File: src/rtl/input_memory_manager.sv
// Streams (z[i], m[j][i]) pairs with j rotating 0..7 per input row for the output memory manager.
// Optional zero-row skipping is enabled by defining INPUT_MEMORY_MANAGER_ZERO_SKIP_EN.
module input_memory_manager #(
  parameter int NUM_INPUTS = 16,
  parameter int IN_ADDR_W  = 4,
  parameter int W_ADDR_W   = 7
) (
  input  logic                 clock,
  input  logic                 clear,
  input  logic                 en,
  input  logic                 start,
  output logic [IN_ADDR_W-1:0] input_ram_address,
  output logic                 input_ram_enable,
  input  logic [15:0]          input_ram_data,
  output logic [W_ADDR_W-1:0]  weight_ram_address,
  output logic                 weight_ram_enable,
  input  logic [15:0]          weight_ram_data,
  output logic [15:0]          active_z,
  output logic [15:0]          active_m,
  output logic                 next_element,
  output logic                 last_element,
  output logic                 busy,
  output logic                 done,
`ifdef INPUT_MEMORY_MANAGER_ZERO_SKIP_EN
  output logic [IN_ADDR_W:0]   skipped_rows,
`endif
  output logic [2:0]           fsm_state
);

  typedef enum logic [2:0] {
    S_IDLE   = 3'd0,
    S_Z_REQ  = 3'd1,
    S_Z_WAIT = 3'd2,
    S_W_REQ  = 3'd3,
    S_DRAIN  = 3'd4,
    S_DONE   = 3'd5
  } state_t;

  localparam logic [IN_ADDR_W-1:0] LAST_I = IN_ADDR_W'(NUM_INPUTS - 1);

  state_t               state_q;
  logic [IN_ADDR_W-1:0] i_q;
  logic [2:0]           j_q;
  logic [15:0]          z_q;
  logic                 zcap_q;
  logic                 rd_pend_q;
  logic [15:0]          skid_q;
  logic                 skid_vld_q;
  logic [15:0]          z_d;
  logic                 row_last;

  // z read data arrives in the first Z_WAIT cycle; later stalled cycles reuse the captured copy.
  assign z_d       = zcap_q ? z_q : input_ram_data;
  assign row_last  = (i_q == LAST_I);
  assign fsm_state = state_q;

  always_ff @(posedge clock or posedge clear) begin
    if (clear) begin
      state_q            <= S_IDLE;
      i_q                <= '0;
      j_q                <= '0;
      z_q                <= '0;
      zcap_q             <= 1'b0;
      rd_pend_q          <= 1'b0;
      skid_q             <= '0;
      skid_vld_q         <= 1'b0;
      input_ram_address  <= '0;
      input_ram_enable   <= 1'b0;
      weight_ram_address <= '0;
      weight_ram_enable  <= 1'b0;
      active_z           <= '0;
      active_m           <= '0;
      next_element       <= 1'b0;
      last_element       <= 1'b0;
      busy               <= 1'b0;
      done               <= 1'b0;
`ifdef INPUT_MEMORY_MANAGER_ZERO_SKIP_EN
      skipped_rows       <= '0;
`endif
    end else begin
      zcap_q <= (state_q == S_Z_WAIT);
      if (state_q == S_Z_WAIT) z_q <= z_d;
      if (!en) begin
        next_element <= 1'b0;
        last_element <= 1'b0;
        // A weight read issued just before the stall lands here; hold it until en returns.
        if (rd_pend_q && !skid_vld_q) begin
          skid_q     <= weight_ram_data;
          skid_vld_q <= 1'b1;
        end
      end else begin
        rd_pend_q    <= weight_ram_enable;
        skid_vld_q   <= 1'b0;
        next_element <= rd_pend_q;
        last_element <= 1'b0;
        if (rd_pend_q) begin
          active_m <= skid_vld_q ? skid_q : weight_ram_data;
          active_z <= z_q;
        end
        case (state_q)
          S_IDLE: begin
            if (start) begin
              state_q           <= S_Z_REQ;
              busy              <= 1'b1;
              done              <= 1'b0;
              i_q               <= '0;
              input_ram_enable  <= 1'b1;
              input_ram_address <= '0;
`ifdef INPUT_MEMORY_MANAGER_ZERO_SKIP_EN
              skipped_rows      <= '0;
`endif
            end
          end
          S_Z_REQ: begin
            input_ram_enable <= 1'b0;
            state_q          <= S_Z_WAIT;
          end
          S_Z_WAIT: begin
`ifdef INPUT_MEMORY_MANAGER_ZERO_SKIP_EN
            if (z_d == 16'd0) begin
              skipped_rows <= skipped_rows + 1'b1;
              if (row_last) begin
                state_q <= S_DRAIN;
              end else begin
                i_q               <= i_q + 1'b1;
                input_ram_enable  <= 1'b1;
                input_ram_address <= i_q + 1'b1;
                state_q           <= S_Z_REQ;
              end
            end else
`endif
            begin
              j_q                <= '0;
              weight_ram_enable  <= 1'b1;
              weight_ram_address <= {i_q, 3'd0};
              state_q            <= S_W_REQ;
            end
          end
          S_W_REQ: begin
            if (j_q == 3'd7) begin
              weight_ram_enable <= 1'b0;
              j_q               <= '0;
              if (row_last) begin
                state_q <= S_DRAIN;
              end else begin
                i_q               <= i_q + 1'b1;
                input_ram_enable  <= 1'b1;
                input_ram_address <= i_q + 1'b1;
                state_q           <= S_Z_REQ;
              end
            end else begin
              j_q                <= j_q + 3'd1;
              weight_ram_address <= {i_q, j_q + 3'd1};
            end
          end
          S_DRAIN: begin
            // Wait for the final in-flight weight to be presented before flagging the end.
            if (!rd_pend_q) begin
              last_element <= 1'b1;
              busy         <= 1'b0;
              done         <= 1'b1;
              state_q      <= S_DONE;
            end
          end
          S_DONE:  state_q <= S_IDLE;
          default: state_q <= S_IDLE;
        endcase
      end
    end
  end

endmodule

File: config.mk
export PLATFORM = sky130hd
export DESIGN_NAME = input_memory_manager
export DESIGN_NICKNAME = d
export VERILOG_FILES = /design/src/rtl/input_memory_manager.sv
export SDC_FILE = /design/constraint.sdc
export NUM_CORES = 1
export LEC_CHECK = 0
export ABC_CLOCK_PERIOD_IN_PS = 8100
export BUFFER_PORTS_ARGS = -buffer_cell sky130_fd_sc_hd__buf_2
export CORE_ASPECT_RATIO = 0.5
export CORE_UTILIZATION = 53
export CTS_CLUSTER_DIAMETER = 30
export DETAILED_ROUTE_END_ITERATION = 8
export GPL_TIMING_DRIVEN = 0
export HOLD_SLACK_MARGIN = 0.15
export PLACE_DENSITY = 0.87
export SYNTH_ARGS = -nofsm -noshare
export SYNTH_HDL_FRONTEND = slang
export SYNTH_SLANG_ARGS = --single-unit
File: constraint.sdc
create_clock -name clock -period 8.1 [get_ports clock]
set_input_delay 0.81 -clock clock [delete_from_list [all_inputs] [get_ports clock]]
set_output_delay 0.81 -clock clock [all_outputs]
set_load 0.02 [all_outputs]
==> results summary <==
The power density over cell area is 393 nW/um^2. The synthesized instance count came out at 290. The initial core utilization came out at 55.4%. Yosys attributes the largest share of cell area to sky130_fd_sc_hd__dfrtp_1, sky130_fd_sc_hd__mux2_2, sky130_fd_sc_hd__mux2i_1, sky130_fd_sc_hd__o21ai_0, sky130_fd_sc_hd__nand2_1. The maximum clock frequency is 530 MHz. For this run, the total global-route usage over all layers was measured as 22.0%. In the synthesized netlist the dominant register cell turns out to be sky130_fd_sc_hd__dfrtp_1.

The average footprint of a synthesized cell came out at 12.8 sq um. The CTS tree is done. The tightest min-delay check is of the register to register type. The area growth from synthesis to layout is 24.2%. The startpoint identified for the worst hold timing path is active_m[13]. The worst hold path depth is 2. The setup violation total in the final timing report came out at 0. The number of synthesized flops with an enable pin is 0. The largest net degree at the start of global routing is 55. The number of optimization iterations in the first detailed-route pass is 6.

The via count of the first global-routing pass is 2520. By count the netlist is led by sky130_fd_sc_hd__dfrtp_1, sky130_fd_sc_hd__mux2_2, sky130_fd_sc_hd__nand2_1. For this run the aggregate overflow at the end of global routing stands at 0. The async set or reset register ratio after synthesis came out at 100%. Setup repair after global routing left no endpoint under its margin. The number of input and output port buffers inserted is 87. The worst setup path is captured at an output pin. The proportion of synthesized chip area in sequential cells is 60.4%.

In this run the critical register-to-register path is captured at weight_ram_address[4]. For this design, the CTS-stage hold fixing added 0 buffers. The clock net sink count came out at 90. Data on the critical path arrives at its endpoint at 1.08 ns. The half-perimeter wire length after detailed placement came out at 5290 um. The number of hold-slack violations in the final timing report is 0. The number of maximum-capacitance violations is 0. The count of boundary I/O pins came out at 88. The number of antenna violations at the first check in global routing is 0. The power spent charging and discharging nets came out at 620 uW. The area of the die is 7390 sq um. The routed via count divided by cell count is 5.27. The standard cell core area is 6730 sq um. The number of setup buffers added after CTS came out at 0. The later pin in the worst-skew pair is clocked with a latency of 0.34 ns. Clock tree synthesis selected as its root buffer the cell sky130_fd_sc_hd__clkbuf_16.

The highest net fanout along the worst path came out at 11. The DRC violation count after routing came out at 2. The area share of the leading cell type in the synthesized netlist came out at 60.4%. The deepest level of the CTS H-tree came out at 3. The startpoint identified for the worst register-to-register timing path is j_q[0].

The number of cells on the worst reg-to-reg path came out at 6. Counting both buffers and inverters, the worst setup path holds a total of 1. The number of nets in the final layout is 428. The number of distinct library cells after synthesis is 36. The critical path's top delay family is flip-flops. The share of total power in combinational logic came out at 33.7%. The maximum cell stage delay along the critical path is 0.50 ns. The height of the die is 61.3 um.

The final reports fail on design-rule violations. The end point of the worst hold path is active_m[13]. The worst path uses 23.3% of the clock period. The die is 121 um wide. The cell taking the most area after synthesis is sky130_fd_sc_hd__dfrtp_1. Across all layers, the routed design uses 2562 vias. STA classifies the critical path startpoint as a register.

The switching share of power is 34.1%. The cell area after technology mapping came out at 3730 sq um. The design draws 1820 uW.

The worst relative slew slack came out at 68.0%. For the final routed database, the setup TNS stands at 0 ns. The reg-to-reg setup timing slack is 6.27 ns. In the final layout, the share of cells above drive strength 1 is 42.9%. The largest individual stage delay along the critical path comes from the cell sky130_fd_sc_hd__dfrtp_1. The number of nets still failing antenna checks after routing came out at 0. The relative contribution of the clock network to total power is 24.3%.

The run finished, with violations left. The clock transition at the registers of the reported paths came out at 0.06 ns. The static leakage is 0.00224 uW. The critical path is of the register to output pin type. The data required time at the worst endpoint came out at 7.29 ns.

The number of slew-limit violations in the final report is 0. The number of diodes came out at 0. In this run, CTS created clock tree buffers numbering 9. The floorplan row count is 21. Traced cell by cell, the critical path runs through buf_2. The worst-margin pin slew is 0.480 ns. In this run the deepest clock path goes through 2 buffers. sky130_fd_sc_hd__dfrtp_1 is the most common cell in the netlist.

After detailed routing, the total wire length is 7430 um. When the netlist entered floorplanning its net count stood at 329. Gates resized during post-CTS repair numbered 0. The design internal power came out at 1200 uW. The weighted congestion reported at the end of routability-driven placement came out at 0.808. The wire length of the first global-routing pass came out at 11900 um. The violation count after the first detailed-routing iteration came out at 180.

The routed wirelength normalized by instance count came out at 15.3 um. The worst ir drop on vdd is 0.178 mV. The worst setup skew after layout is 0.00548 ns. The synthesis warning total is 0. The proportion of power drawn by flip-flops and latches came out at 42.0%.

The minimum period implied by the final worst setup slack came out at 1.89 ns. The number of synthesized register bits is 90.
-- power by group through the flow --
stage / registers, uW / clock network, uW / logic, uW
after CTS: 766 / 449 / 623
after detailed placement: 772 / 0 / 620
after global routing: 790 / 467 / 675
after global placement: 752 / 0 / 592
final: 765 / 442 / 614
after floorplan: 882 / 0 / 301
-- sequential cells by signal (all words and copies together) (netlist names) --
register,cells
skid_q,16
last_element,1
zcap_q,1
weight_ram_enable,1
j_q,3
z_q,16
done,1
rd_pend_q,1
input_ram_enable,1
i_q,4
active_m,16
next_element,1
skid_vld_q,1
active_z,16
busy,1
weight_ram_address,7
fsm_state,3
-- area by class of cell --
type                            count  area (sq um)
Clock inverter                      5          77.6
Buffer                             15          82.6
Fill cell                         519          2100
Tap cell                           92           115
Multi-Input combinational cell    180          1370
Clock buffer                       11           243
Timing Repair Buffer               88           463
Inverter                            5          21.3
Sequential cell                    90          2250
-- placed cells by master (no fill, tap or decap), types with 2 or more instances in the layout --
cell type	count
sky130_fd_sc_hd__a21o_1	2
sky130_fd_sc_hd__a21oi_1	5
sky130_fd_sc_hd__a22o_1	4
sky130_fd_sc_hd__a31oi_1	4
sky130_fd_sc_hd__buf_2	93
sky130_fd_sc_hd__buf_4	3
sky130_fd_sc_hd__bufinv_16	2
sky130_fd_sc_hd__clkbuf_1	5
sky130_fd_sc_hd__clkbuf_16	9
sky130_fd_sc_hd__clkinv_2	2
sky130_fd_sc_hd__dfrtp_1	90
sky130_fd_sc_hd__ha_1	3
sky130_fd_sc_hd__inv_1	4
sky130_fd_sc_hd__mux2_2	51
sky130_fd_sc_hd__mux2i_1	17
sky130_fd_sc_hd__nand2_1	30
sky130_fd_sc_hd__nand2b_1	2
sky130_fd_sc_hd__nand3_1	6
sky130_fd_sc_hd__nor2_1	9
sky130_fd_sc_hd__o21ai_0	29
sky130_fd_sc_hd__o31ai_1	2
-- worst max path at each step --
| stage | start | end | slack [ns] | depth (start not counted) |
|---|---|---|---|---|
| 3_3_place_gp | clear | weight_ram_address[6] | 4.21 | 2 |
| 5_1_grt | j_q[0] | weight_ram_address[3] | 6.11 | 6 |
| 6_report | fsm_state[2] | fsm_state[2] | 6.21 | 1 |
| 4_1_cts | fsm_state[2] | fsm_state[2] | 6.21 | 1 |
| 2_1_floorplan | clear | active_m[0] | 4.95 | 1 |
| 3_5_place_dp | en | skid_q[0] | 6.01 | 5 |
-- logic make-up after synthesis --
kind of cell,Yosys count,share of synthesized area (%)
AND/OR/NAND/NOR,59,7.99
multiplexers,68,20.0
flip-flops,90,60.4
buffers and inverters,20,2.72
AO/OA/AOI/OAI,50,7.86
adder cells (fa/ha/maj),3,1.01
-- metal layers --
layer / wire, um / vias to the layer above / track usage [%]
met5: 0 / - / 0
met4: 102 / 0 / 8.64
met3: 357 / 11 / 6.57
met2: 3770 / 65 / 39.3
met1: 3200 / 1264 / 26.1
li1: - / 1222 / -
-- per-stage QoR --
stage	std cells	instance area, sq um	hold WS (ns)	util (%)	worst slack (ns)
floorplan	290	3730	0.454	-	4.95
global placement	469	4280	0.457	63.6	4.21
detailed placement	470	4310	0.466	64.0	6.01
CTS	486	4630	0.479	68.8	6.21
global route	486	4630	0.504	68.8	6.11
finish	486	4630	0.475	68.8	6.21
Note: power is estimated with default switching activity, not from simulation.
